### src/rtl/addsub_pkg.sv
// addsub_pkg: opcode width and encodings shared by the add/sub pipeline
package addsub_pkg;
  localparam int OP_W = 2;
  localparam logic [OP_W-1:0] OP_ADD  = 2'b00;
  localparam logic [OP_W-1:0] OP_SUB  = 2'b01;
  localparam logic [OP_W-1:0] OP_ACC  = 2'b10;
  localparam logic [OP_W-1:0] OP_LOAD = 2'b11;
endpackage

### src/rtl/addsub_pipe_if.sv
// addsub_pipe_if: in side (in_valid/in_ready/op/a/b), out side (out_valid/out_ready/y/ovf), sticky flag (ovf_sticky/clr_sticky)
interface addsub_pipe_if #(parameter int W = 12);
  import addsub_pkg::*;
  logic            in_valid;
  logic            in_ready;
  logic [OP_W-1:0] op;
  logic [W-1:0]    a;
  logic [W-1:0]    b;
  logic            out_valid;
  logic            out_ready;
  logic [W-1:0]    y;
  logic            ovf;
  logic            ovf_sticky;
  logic            clr_sticky;
  modport master (output in_valid, op, a, b, out_ready, clr_sticky,
                  input in_ready, out_valid, y, ovf, ovf_sticky);
  modport slave  (input in_valid, op, a, b, out_ready, clr_sticky,
                  output in_ready, out_valid, y, ovf, ovf_sticky);
endinterface

### src/rtl/addsub_core.sv
// addsub_core: combinational add/sub/acc/load with carry/borrow flag and optional unsigned saturation; ports op,a,b,acc -> y,ovf
module addsub_core
  import addsub_pkg::*;
#(
  parameter int W   = 12,
  parameter int SAT = 0
) (
  input  logic [OP_W-1:0] op,
  input  logic [W-1:0]    a,
  input  logic [W-1:0]    b,
  input  logic [W-1:0]    acc,
  output logic [W-1:0]    y,
  output logic            ovf
);
  logic [W:0]   add;
  logic [W:0]   sub;
  logic [W-1:0] raw;
  always_comb begin
    add = {1'b0, (op == OP_ACC) ? acc : a} + {1'b0, (op == OP_ACC) ? a : b};
    sub = {1'b0, a} - {1'b0, b};
    ovf = (op == OP_LOAD) ? 1'b0 : (op == OP_SUB) ? sub[W] : add[W];
    raw = (op == OP_LOAD) ? a : (op == OP_SUB) ? sub[W-1:0] : add[W-1:0];
    y   = (SAT != 0 && ovf) ? ((op == OP_SUB) ? {W{1'b0}} : {W{1'b1}}) : raw;
  end
endmodule

### src/rtl/addsub_pipe.sv
// addsub_pipe: two-stage valid/ready add/sub pipeline with accumulator and sticky overflow; ports clk, rst (async high), bus (addsub_pipe_if.slave)
module addsub_pipe
  import addsub_pkg::*;
#(
  parameter int W   = 12,
  parameter int SAT = 0
) (
  input  logic          clk,
  input  logic          rst,
  addsub_pipe_if.slave  bus
);
  logic            en;
  logic            s1_v;
  logic [OP_W-1:0] s1_op;
  logic [W-1:0]    s1_a;
  logic [W-1:0]    s1_b;
  logic [W-1:0]    acc;
  logic [W-1:0]    res;
  logic            res_ovf;
  logic            stall;
  assign stall        = bus.out_valid && !bus.out_ready;
  // en keeps in_ready low until the first edge after reset releases
  assign bus.in_ready = en && (!s1_v || !stall);
  addsub_core #(.W(W), .SAT(SAT)) u_core (
    .op  (s1_op),
    .a   (s1_a),
    .b   (s1_b),
    .acc (acc),
    .y   (res),
    .ovf (res_ovf)
  );
  always_ff @(posedge clk or posedge rst) begin
    if (rst) begin
      en             <= 1'b0;
      s1_v           <= 1'b0;
      s1_op          <= '0;
      s1_a           <= '0;
      s1_b           <= '0;
      acc            <= '0;
      bus.out_valid  <= 1'b0;
      bus.y          <= '0;
      bus.ovf        <= 1'b0;
      bus.ovf_sticky <= 1'b0;
    end else begin
      en <= 1'b1;
      if (bus.in_ready) s1_v <= bus.in_valid;
      if (bus.in_ready && bus.in_valid) begin
        s1_op <= bus.op;
        s1_a  <= bus.a;
        s1_b  <= bus.b;
      end
      // acc is written as the result enters S2, so a following ACC in S1 already sees it
      if (!stall) begin
        bus.out_valid <= s1_v;
        if (s1_v) begin
          bus.y   <= res;
          bus.ovf <= res_ovf;
          if (s1_op == OP_ACC || s1_op == OP_LOAD) acc <= res;
        end
      end
      if (bus.out_valid && bus.out_ready && bus.ovf) bus.ovf_sticky <= 1'b1;
      else if (bus.clr_sticky) bus.ovf_sticky <= 1'b0;
    end
  end
endmodule

### src/flat_wrapper.sv
// flat-port wrapper written by rule: the top's interface ports become plain ports
module addsub_pipe_flat import addsub_pkg::*;
#(
  parameter int W   = 12,
  parameter int SAT = 0
)
  (clk, rst, bus_in_valid, bus_op, bus_a, bus_b, bus_out_ready, bus_clr_sticky, bus_in_ready, bus_out_valid, bus_y, bus_ovf, bus_ovf_sticky);
  addsub_pipe_if #(.W(W)) bus_i ();
  input  logic clk;
  input  logic rst;
  input wire logic [$bits(bus_i.in_valid)-1:0] bus_in_valid;
  input wire logic [$bits(bus_i.op)-1:0] bus_op;
  input wire logic [$bits(bus_i.a)-1:0] bus_a;
  input wire logic [$bits(bus_i.b)-1:0] bus_b;
  input wire logic [$bits(bus_i.out_ready)-1:0] bus_out_ready;
  input wire logic [$bits(bus_i.clr_sticky)-1:0] bus_clr_sticky;
  output wire logic [$bits(bus_i.in_ready)-1:0] bus_in_ready;
  output wire logic [$bits(bus_i.out_valid)-1:0] bus_out_valid;
  output wire logic [$bits(bus_i.y)-1:0] bus_y;
  output wire logic [$bits(bus_i.ovf)-1:0] bus_ovf;
  output wire logic [$bits(bus_i.ovf_sticky)-1:0] bus_ovf_sticky;
  assign bus_i.in_valid = bus_in_valid;
  assign bus_i.op = bus_op;
  assign bus_i.a = bus_a;
  assign bus_i.b = bus_b;
  assign bus_i.out_ready = bus_out_ready;
  assign bus_i.clr_sticky = bus_clr_sticky;
  assign bus_in_ready = bus_i.in_ready;
  assign bus_out_valid = bus_i.out_valid;
  assign bus_y = bus_i.y;
  assign bus_ovf = bus_i.ovf;
  assign bus_ovf_sticky = bus_i.ovf_sticky;
  addsub_pipe #(.W(W), .SAT(SAT)) u_core (.clk(clk), .rst(rst), .bus(bus_i));
endmodule
### config.mk
export PLATFORM = sky130hd
export DESIGN_NAME = addsub_pipe_flat
export DESIGN_NICKNAME = d
export VERILOG_FILES = /design/src/rtl/addsub_pkg.sv /design/src/rtl/addsub_pipe_if.sv /design/src/rtl/addsub_core.sv /design/src/rtl/addsub_pipe.sv /design/src/flat_wrapper.sv
export SDC_FILE = /design/constraint.sdc
export NUM_CORES = 1
export LEC_CHECK = 0
export BUFFER_PORTS_ARGS = -buffer_cell sky130_fd_sc_hd__buf_2
export CAP_MARGIN = 20
export CORE_UTILIZATION = 50
export CTS_CLUSTER_DIAMETER = 50
export DETAILED_ROUTE_END_ITERATION = 16
export GPL_ROUTABILITY_DRIVEN = 0
export PLACE_DENSITY_LB_ADDON = 0.25
export SYNTH_ARGS = -nofsm -noshare
export SYNTH_HDL_FRONTEND = slang
export SYNTH_SLANG_ARGS = --single-unit
### constraint.sdc
create_clock -name clk -period 2.97 [get_ports clk]
set_input_delay 0.891 -clock clk [delete_from_list [all_inputs] [get_ports clk]]
set_output_delay 0.891 -clock clk [all_outputs]
set_load 0.005 [all_outputs]
==> qor.yml, run 1 <==
antenna_cells: 0
ys_types: 58
p_sw_frac: 0.4197
grt_pass1_wl_um: 14080
grt_max_degree: 30
nets: 490
p_comb_frac: 0.552
drc: 0
slew_headroom: 0.5740
p_leak_nw: 2.026
antenna_found_initial: 0
layout.cells.non_filler: 533
io_pins: 47
ctsHoldBuffers: 0
cts_buffers: 5
path_delay_family: "compound AO/OA/AOI/OAI gates"
critPathMaxFanout: 11
synth_nets: 440
num_vias: 3067
syn_area_sq_um: 3746
setup_viol: 0
start_kind: "flop"
root_buffer: "clkbuf_8"
fin_crit_sh: 0.9328
rsz0062_at_grt: "no"
drt_wl_total_um: 8744
path_clk_slew_ns: 0.10
dp_cells: 525
status: "finished clean"
cellPowerDensity_nw_per_um2: 857.8
switching_power_mw: 1.526
cts_tree: "done"
postCtsSetupBuffers: 0
ys_ff_latch: 55
synthToLayoutAreaGrowth_pct: 13.16
layout-drive-gt1-share: 0.2995
internal_power_mw: 2.110
std_cell_rows: 31
fmax_mhz: 361.0
max_stage_delay_ns: 0.43
worstPathRequired_ns: 3.20
detail-route-antenna-nets: 0
post_drt_wl_per_cell_um: 16.41
clock_latency_ns: 0.31
initial_utilization: 0.5165
fin_skew_ns: 0.01164
drv_slew: 0
ys_seq_area_frac: 0.3674
ys_warn_count: 0
setup_tns_ns: 0
vias_per_cell: 5.754
first_iter_violations: 134
finalHoldViolations: 0
fin_total_pwr_mw: 3.636
cpMostUsedCell: "inv_1"
port_buffers: 46
synth_ff_type: "dfrtp_1"
dieHeight_um: 88.56
grt_pass1_vias: 2847
drv_cap: 0
worst_pin_slew_ns: 0.6381
path_buf_inv: 3
die_w_um: 88.56
h-tree-depth: 2
dieArea_sq_um: 7842
cp-end-kind: "flop"
worst_path_max_delay_cell: "fa_1"
numClockSinks: 55
async_flop_share: 1.000
avgSynthCellArea_sq_um: 9.781
syn_inst: 383
power.share.clock: 0.127
clockBufferDepth: 2
ir_drop_uv: 428.6
synth-edff-count: 0
min-delay-path-class: "flop to flop"
criticalPathCategory: "flop to flop"
finalCriticalPeriod_ns: 2.770
coreArea_sq_um: 7253
cp_cell_sequence: "inv_1 -> nand2_4 -> buf_4 -> o21ai_0 -> inv_1 -> fa_1 -> nand2b_1 -> a21o_1 -> a211oi_2 -> nor3_1 -> o31a_1 -> o31ai_1"
critPathArrivalTime_ns: 3.00
grt_usage: 0.2362
seq_power_share: 0.321
dp_hpwl_um: 6479
overflow: 0
drt_pass1_iterations: 4
[Yosys cell counts (3+ instances only)]
master / number / share of area
dfrtp_1: 55 / 0.37
mux2_2: 50 / 0.15
nand2_1: 47 / 0.047
o21ai_0: 26 / 0.035
ha_1: 24 / 0.080
inv_1: 23 / 0.023
a21oi_1: 16 / 0.021
nor2_1: 16 / 0.016
nand3_1: 9 / 0.012
clkbuf_1: 8 / 0.0080
nor3_1: 7 / 0.0094
a21o_1: 6 / 0.012
mux2i_1: 6 / 0.016
o31ai_1: 6 / 0.012
xor2_1: 6 / 0.014
a211oi_1: 5 / 0.010
a31oi_1: 4 / 0.0067
o21a_1: 4 / 0.0080
and2_1: 3 / 0.0050
and3_1: 3 / 0.0050
nand2b_1: 3 / 0.0050
nor2b_1: 3 / 0.0050
o311ai_0: 3 / 0.0070
or3_1: 3 / 0.0050
xnor2_1: 3 / 0.0070
[registers in the layout, indices dropped and copies added, names as in the netlist]
register,count
u_core.acc,12
u_core.bus.out_valid,1
u_core.bus.ovf,1
u_core.bus.ovf_sticky,1
u_core.bus.y,12
u_core.en,1
u_core.s1_a,12
u_core.s1_b,12
u_core.s1_op,2
u_core.s1_v,1
[layer usage]
metal | global-route usage | up-vias | wire (um)
li1 | - | 1485 | -
met1 | 0.3381 | 1470 | 4115
met2 | 0.3699 | 99 | 4028
met3 | 0.04384 | 13 | 498
met4 | 0.05865 | 0 | 102
met5 | 0 | - | 0
[cells in the final DEF (no fill, tap or decap), drive strengths merged, types with 3 or more instances in the layout]
cell	count
inv	23
nor2b	4
ha	24
nand2	49
nand3	9
nor2	16
dfrtp	55
o21a	4
a221oi	3
nor3	7
a211oi	6
clkbuf	8
o311ai	3
and2	3
xor2	6
o21ai	27
mux2	50
or3	3
and3	3
xnor2	3
mux2i	6
a31oi	4
o31ai	6
a21oi	16
a21o	7
buf	57
nand2b	3
[power groups by stage]
stage | Combinational, mW | Sequential (mW) | Clock [mW]
final | 2.01 | 1.17 | 0.462
after global routing | 2.25 | 1.20 | 0.500
after CTS | 1.98 | 1.17 | 0.476
after detailed placement | 1.96 | 1.18 | 0
after global placement | 1.91 | 1.17 | 0
after floorplan | 1.48 | 1.14 | 0
[area by class of cell]
cell class | instances | area, sq um
fillers | 654 | 3014
multi-input cells | 291 | 2215
flip-flops and latches | 55 | 1376
repair buffers | 57 | 337.8
well taps | 99 | 123.9
clock buffers | 8 | 100.1
inverters | 23 | 86.33
[worst register-to-register path: cells and delay by family, from the launching register on]
| kind | cells | cell delay [ns] |
|---|---|---|
| simple gates | 3 | 0.37 |
| buf+inv | 3 | 0.37 |
| flops | 1 | 0.39 |
| fa+ha+maj | 1 | 0.43 |
| compound gates | 5 | 1.14 |
[cell families (layout without fill, tap and decap cells)]
| group | after synthesis | after routing | share of synthesized area |
|---|---|---|---|
| fa+ha+maj | 26 | 26 | 0.09085 |
| buf+inv | 37 | 88 | 0.04509 |
| simple gates | 102 | 102 | 0.1276 |
| compound gates | 97 | 97 | 0.1807 |
| other cells | 1 | 1 | 0.001001 |
| flops | 55 | 55 | 0.3674 |
| xor+xnor | 9 | 9 | 0.02104 |
| mux | 56 | 56 | 0.1663 |
[what timing repair did]
item	in CTS	in global routing
gates cloned	0	0
resized for setup	1	3
endpoints found under the hold margin	0	0
endpoints found under the setup margin	2	4
[path summary, 6_finish.rpt]
| path | slack, ns | to | depth (start not counted) | start |
|---|---|---|---|---|
| setup / recovery | 0.20 | u_core.bus.y[10] | 12 | u_core.s1_op[0] |
| hold / removal | 0.49 | u_core.bus.y[0] | 2 | u_core.bus.y[0] |
| setup reg to reg | 0.20 | u_core.bus.y[10] | 12 | u_core.s1_op[0] |
| hold reg to reg | 0.49 | u_core.bus.y[0] | 2 | u_core.bus.y[0] |
| max in group asynchronous | 1.73 | u_core.s1_a[6] | 3 | rst |
| min in group asynchronous | 0.66 | u_core.bus.y[0] | 2 | rst |
[metrics by stage]
step / hold WS, ns / cell area (sq um) / util / worst slack (ns)
final: 0.4861 / 4239 / 0.5844 / 0.1996
after global placement: 0.4578 / 4125 / 0.5687 / 0.08918
after floorplan: 0.4425 / 3746 / - / 0.04438
after global routing: 0.5148 / 4239 / 0.5844 / 0.01348
after detailed placement: 0.4681 / 4125 / 0.5687 / 0.01873
after CTS: 0.4901 / 4228 / 0.5829 / 0.09598
Power figures use the tool's default switching activity.
==> inputs of run 2 (changes only) <==
==> constraint.sdc (replaced) <==
create_clock -name clk -period 2.59 [get_ports clk]
set_input_delay 0.777 -clock clk [delete_from_list [all_inputs] [get_ports clk]]
set_output_delay 0.777 -clock clk [all_outputs]
set_load 0.005 [all_outputs]
==> run 2 against run 1 <==
Compared with the run above: the flow now finishes with violations (negative setup slack); power grew 29%; clock skew fell by 0.0057 ns; clock-buffer cell count decreased by 2; worst hold slack lost 0.0075 ns; sequential share of layout area down 2.2 points; critical endpoint unchanged; largest power group unchanged.
==> qor.yml, run 2 (synthesis gave the netlist of run 1 again) <==
antenna_found_initial: 0  # unchanged
seq_power_share: 0.287  # -0.034
h-tree-depth: 2  # unchanged
critPathArrivalTime_ns: 2.87  # -0.13 ns
numClockSinks: 55  # unchanged
p_comb_frac: 0.607  # +0.055
drv_cap: 0  # unchanged
layout-drive-gt1-share: 0.3867  # +0.08713
clockBufferDepth: 2  # unchanged
coreArea_sq_um: 7253  # unchanged
grt_pass1_wl_um: 14150  # +0.49%
busiest_layer: "met2"
num_vias: 3161  # +3.1%
finalCriticalPeriod_ns: 2.667  # -0.1030 ns
place_ws_ns: -0.08999  # -0.1087 ns
io_pins: 47  # unchanged
rrSetupSlack_ns: -0.08  # -0.28 ns
violations: "negative setup slack"
hp-start: "u_core.bus.y[1]"
drt_pass1_iterations: 5  # +1
slew_headroom: 0.5362  # -0.03781
p_sw_frac: 0.4237  # +0.004014
fin_ws_ns: -0.07732  # -0.2770 ns
switching_power_mw: 1.989  # +30%
grt_max_degree: 34  # +13%
met2_usage: 0.3986  # +0.02867
initial_utilization: 0.5165  # unchanged
layout.cells.non_filler: 549  # +3.0%
nets: 507  # +3.5%
fin_crit_sh: 1.030  # +0.09707
seqCellArea_sq_um: 1378  # about the same
use_met1: 0.3304  # -0.007649
utilization: 0.6283  # +0.04382
fin_area_sq_um: 4557  # +7.5%
grt.met3_usage: 0.03638  # -0.007463
synthToLayoutAreaGrowth_pct: 21.64
min-delay-path-class: "flop to flop"
status: "finished, violations left"
cellPowerDensity_nw_per_um2: 1030  # +20%
dieHeight_um: 88.56  # unchanged
fillers: 615  # -6.0%
most-common-layout-cells: "dfrtp_1 (54), mux2_2 (47), buf_2 (46)"
clock_latency_ns: 0.32  # about the same
cts_tree: "done"
ir_drop_uv: 442.0  # +3.1%
setup_tns_ns: -0.2575  # -0.2575 ns
root_buffer: "clkbuf_8"
rsz0062_at_grt: "yes"
internal_power_mw: 2.706  # +28%
overflow: 0  # unchanged
worst_pin_slew_ns: 0.6782  # +0.04011 ns
antenna_cells: 0  # unchanged
dp_hpwl_um: 6717  # +3.7%
drt_wl_total_um: 9349  # +6.9%
path_clk_slew_ns: 0.10  # about the same
dp_cells: 537  # +2.3%
vias_per_cell: 5.758  # about the same
critPathLaunch: "u_core.s1_a[0]"
criticalPathCategory: "flop to flop"
final_common_cell: "dfrtp_1"
worstPathRequired_ns: 2.80  # -0.40 ns
die_w_um: 88.56  # unchanged
dieArea_sq_um: 7842  # unchanged
multi_input_area_sq_um: 2426  # +9.5%
grt_usage: 0.2410  # +0.004790
cp-end-kind: "flop"
r2r_start: "u_core.s1_a[0]"
post_drt_wl_per_cell_um: 17.03  # +3.8%
finalHoldViolations: 0  # unchanged
fin_skew_ns: 0.005954  # -0.005682 ns
first_iter_violations: 237  # +77%
cts_buffers: 5  # unchanged
grt_pass1_vias: 2834  # -0.46%
drc: 0  # unchanged
setup_viol: 5  # +5
detail-route-antenna-nets: 0  # unchanged
critPathMaxFanout: 4  # -7
port_buffers: 46  # unchanged
dpl_cell_area_sq_um: 4262  # +3.3%
std_cell_rows: 31  # unchanged
drv_slew: 0  # unchanged
power.share.clock: 0.106  # -0.021
fmax_mhz: 374.9  # +3.9%
start_kind: "flop"
p_leak_nw: 2.135  # +5.4%
-- run 2: area by class of cell --
type / instances / share of cell area
clock buffers: 6 / 0.01812
clock inverters: 1 / 0.001098
inverters: 23 / 0.01949
multi-input cells: 292 / 0.5324
flip-flops and latches: 55 / 0.3023
well taps: 99 / 0.02718
repair buffers: 73 / 0.09940
-- run 2: critical path, cell delays in order (launching register included) --
cell and delay (ns):
dfrtp_1 0.42, inv_1 0.14, ha_1 0.22, fa_1 0.27, nor2b_4 0.07, o2111a_1 0.27
a2111oi_0 0.62, o21ai_0 0.22, a31oi_1 0.24, o31ai_1 0.09
-- run 2: power groups by stage --
| stage | Combinational, mW | Sequential [mW] | Clock, mW |
|---|---|---|---|
| after floorplan | 1.79 | 1.31 | 0 |
| after global placement | 2.39 | 1.35 | 0 |
| after detailed placement | 2.46 | 1.36 | 0 |
| after CTS | 2.51 | 1.34 | 0.505 |
| after global routing | 3.11 | 1.38 | 0.535 |
| final | 2.85 | 1.35 | 0.498 |
-- run 2: timing repair --
action,4_1_cts,5_1_grt
endpoints found under the setup margin,9,17
hold buffers,0,0
pin swaps,5,11
cloned,0,1
buffers inserted,2,2
resized for setup,4,32
-- run 2: metal layers --
metal	part of all wire	wire length, um
met1	0.46	4281
met2	0.48	4503
met3	0.046	429
met4	0.014	134
met5	0	0
-- run 2: final timing paths --
path / end / depth (start not counted)
max: u_core.bus.y[10] / 9
min: u_core.bus.y[1] / 2
max reg2reg: u_core.bus.y[10] / 9
min reg2reg: u_core.bus.y[1] / 2
max in group asynchronous: u_core.s1_op[1] / 3
min in group asynchronous: u_core.bus.y[3] / 2
-- run 2: through the flow --
step                power, mW  hold WS (ns)
floorplan               3.095        0.4425
global placement        3.746        0.4543
detailed placement      3.820        0.4588
CTS                     4.359        0.4820
global route            5.025        0.5013
finish                  4.695        0.4786
==> inputs of run 3 (changes only) <==
--- a/config.mk
+++ b/config.mk
@@ -7,7 +7,7 @@
 export LEC_CHECK = 0
 export BUFFER_PORTS_ARGS = -buffer_cell sky130_fd_sc_hd__buf_2
 export CAP_MARGIN = 20
-export CORE_UTILIZATION = 50
+export CORE_UTILIZATION = 39
 export CTS_CLUSTER_DIAMETER = 50
 export DETAILED_ROUTE_END_ITERATION = 16
 export GPL_ROUTABILITY_DRIVEN = 0
==> run 3 against run 2 <==
Compared with the run above: the run still ends with negative setup slack left; global-route usage decreased by 4.4 points; via count decreased by 1.2%; routed wire length is 0.18% lower; clock power rose by 19%; first-iteration DRC count fell by 35%; largest power group unchanged; critical path type unchanged; sequential cell count unchanged.
==> qor.yml, run 3 (synthesis gave the netlist of run 1 again) <==
cp_cell_sequence: "inv_2 -> nand2_8 -> buf_12 -> mux2_4 -> ha_4 -> and2_4 -> a221oi_4 -> a32oi_2 -> buf_4 -> a2111o_1 -> nand3_2 -> a211oi_2"
cts_tree: "done"
fin_area_sq_um: 4607  # +1.1%
rr_endpoint: "u_core.bus.y[11]"
seqCellArea_sq_um: 1378  # unchanged
fin_ws_ns: -0.1150  # -0.03769 ns
synthToLayoutAreaGrowth_pct: 22.98
initial_utilization: 0.4035  # -0.1130
setup_tns_ns: -0.1661  # +0.09140 ns
hp-start: "u_core.bus.y[0]"
io_pins: 47  # unchanged
dieArea_sq_um: 10000  # +28%
worstPathRequired_ns: 2.80  # about the same
dp_hpwl_um: 6763  # +0.68%
drt_wl_total_um: 9332  # -0.18%
root_buffer: "clkbuf_8"
path_clk_slew_ns: 0.11  # about the same
antenna_cells: 0  # unchanged
critPathMaxFanout: 5  # +1
place_ws_ns: -0.05660  # +0.03338 ns
cp-end-kind: "flop"
numClockSinks: 55  # unchanged
fmax_mhz: 369.7  # -1.4%
fin_crit_sh: 1.044  # +0.01455
status: "finished, violations left"
layout.cells.non_filler: 579  # +5.5%
worst_path_max_delay_cell: "dfrtp_1"
fin_skew_ns: 0.01254  # +0.006590 ns
finalCriticalPeriod_ns: 2.705  # +0.03769 ns
setup_viol: 3  # -2
die_w_um: 100.0  # +13%
max_stage_delay_ns: 0.40  # -0.22 ns
drv_slew: 0  # unchanged
nets: 506  # -0.20%
min-delay-path-class: "flop to flop"
path_buf_inv: 3  # +2
first_iter_violations: 154  # -35%
port_buffers: 46  # unchanged
grt_usage: 0.1972  # -0.04385
critPathArrivalTime_ns: 2.91  # +0.04 ns
multi_input_area_sq_um: 2379  # -2.0%
ctsHoldBuffers: 0  # unchanged
worst_pin_slew_ns: 0.6588  # -0.01941 ns
detail-route-antenna-nets: 0  # unchanged
clockBufferDepth: 2  # unchanged
cellPowerDensity_nw_per_um2: 1033  # +0.22%
r2r_start: "u_core.s1_op[0]"
slew_headroom: 0.5494  # +0.01328
fin_total_pwr_mw: 4.757  # +1.3%
hold_end: "u_core.bus.y[0]"
layout-drive-gt1-share: 0.3800  # -0.006667
coreArea_sq_um: 9284  # +28%
grt_pass1_vias: 3028  # +6.8%
dieHeight_um: 100.0  # +13%
post_drt_wl_per_cell_um: 16.12  # -5.4%
rrSetupSlack_ns: -0.12  # -0.04 ns
cts_buffers: 5  # unchanged
clock_latency_ns: 0.32  # about the same
drc: 0  # unchanged
most-common-layout-cells: "dfrtp_1 (54), mux2_2 (47), buf_2 (46)"
p_leak_nw: 2.160  # +1.2%
overflow: 0  # unchanged
fin_hold_ws_ns: 0.4820  # +0.003404 ns
drv_cap: 0  # unchanged
grt_max_degree: 30  # -12%
hold_depth: 2  # unchanged
fillers: 915  # +49%
dpl_cell_area_sq_um: 4294  # +0.76%
antenna_found_initial: 0  # unchanged
drt_pass1_iterations: 4  # -1
dp_cells: 563  # +4.8%
rsz0062_at_grt: "yes"
num_vias: 3123  # -1.2%
start_kind: "flop"
violations: "negative setup slack"
ir_drop_uv: 382.3  # -14%
grt_pass1_wl_um: 15410  # +9.0%
vias_per_cell: 5.394  # -6.3%
std_cell_rows: 35  # +13%
utilization: 0.4962  # -0.1320
criticalPathCategory: "flop to flop"
r2r_cells: 12  # +3
path_delay_family: "compound AO/OA/AOI/OAI gates"
final_common_cell: "dfrtp_1"
finalHoldViolations: 0  # unchanged
h-tree-depth: 2  # unchanged
run 3: cell types whose count changed in the layout (fill, tap and decap cells not counted), sizes merged:
cell / before / now
clkbuf: 6 / 5
bufinv: 0 / 1
nand2: 50 / 49
clkinv: 1 / 2
run 3: worst max-delay path by stage:
| stage | start | to | cells past startpoint | slack [ns] |
|---|---|---|---|---|
| global route | u_core.s1_op[0] | u_core.bus.y[10] | 13 | -0.19 |
| detailed placement | u_core.s1_op[0] | u_core.bus.ovf | 13 | -0.06 |
| global placement | u_core.s1_op[0] | u_core.bus.y[10] | 13 | -0.03 |
| finish | u_core.s1_op[0] | u_core.bus.y[11] | 12 | -0.12 |
| floorplan | u_core.s1_op[0] | u_core.bus.y[11] | 11 | -0.01 |
| CTS | u_core.s1_op[1] | u_core.bus.y[8] | 11 | -0.004 |
run 3: worst min-delay path, cell delays in order (launching register included):
cell	delay, ns
dfrtp_1	0.35
nand2_1	0.04
o21ai_0	0.05
run 3: layout make-up:
class	count	share of cell area
inverter	23	0.01874
multi-input combinational	291	0.5163
clock inverter	3	0.009506
sequential	55	0.2990
tap	129	0.03504
timing repair buffer	73	0.1065
clock buffer	5	0.01494
run 3: routing by layer:
| layer | part of all wire | GRT usage | up-vias | wire [um] |
|---|---|---|---|---|
| li1 | - | - | 1518 | - |
| met1 | 0.48 | 0.2727 | 1529 | 4479 |
| met2 | 0.47 | 0.3252 | 68 | 4376 |
| met3 | 0.036 | 0.02855 | 8 | 335 |
| met4 | 0.015 | 0.05017 | 0 | 140 |
| met5 | 0 | 0 | - | 0 |
run 3: power breakdown:
part / internal [mW] / switching, mW
Clock: 0.289 / 0.305
Combinational: 1.36 / 1.46
Sequential: 1.14 / 0.203
run 3: repair_timing:
| item | CTS | global route |
|---|---|---|
| gates cloned | 0 | 0 |
| hold endpoints to repair | 0 | 0 |
| setup buffers | 3 | 5 |
| pin swaps | 8 | 9 |
| setup endpoints to repair | 13 | 14 |
| gates resized for setup | 8 | 25 |
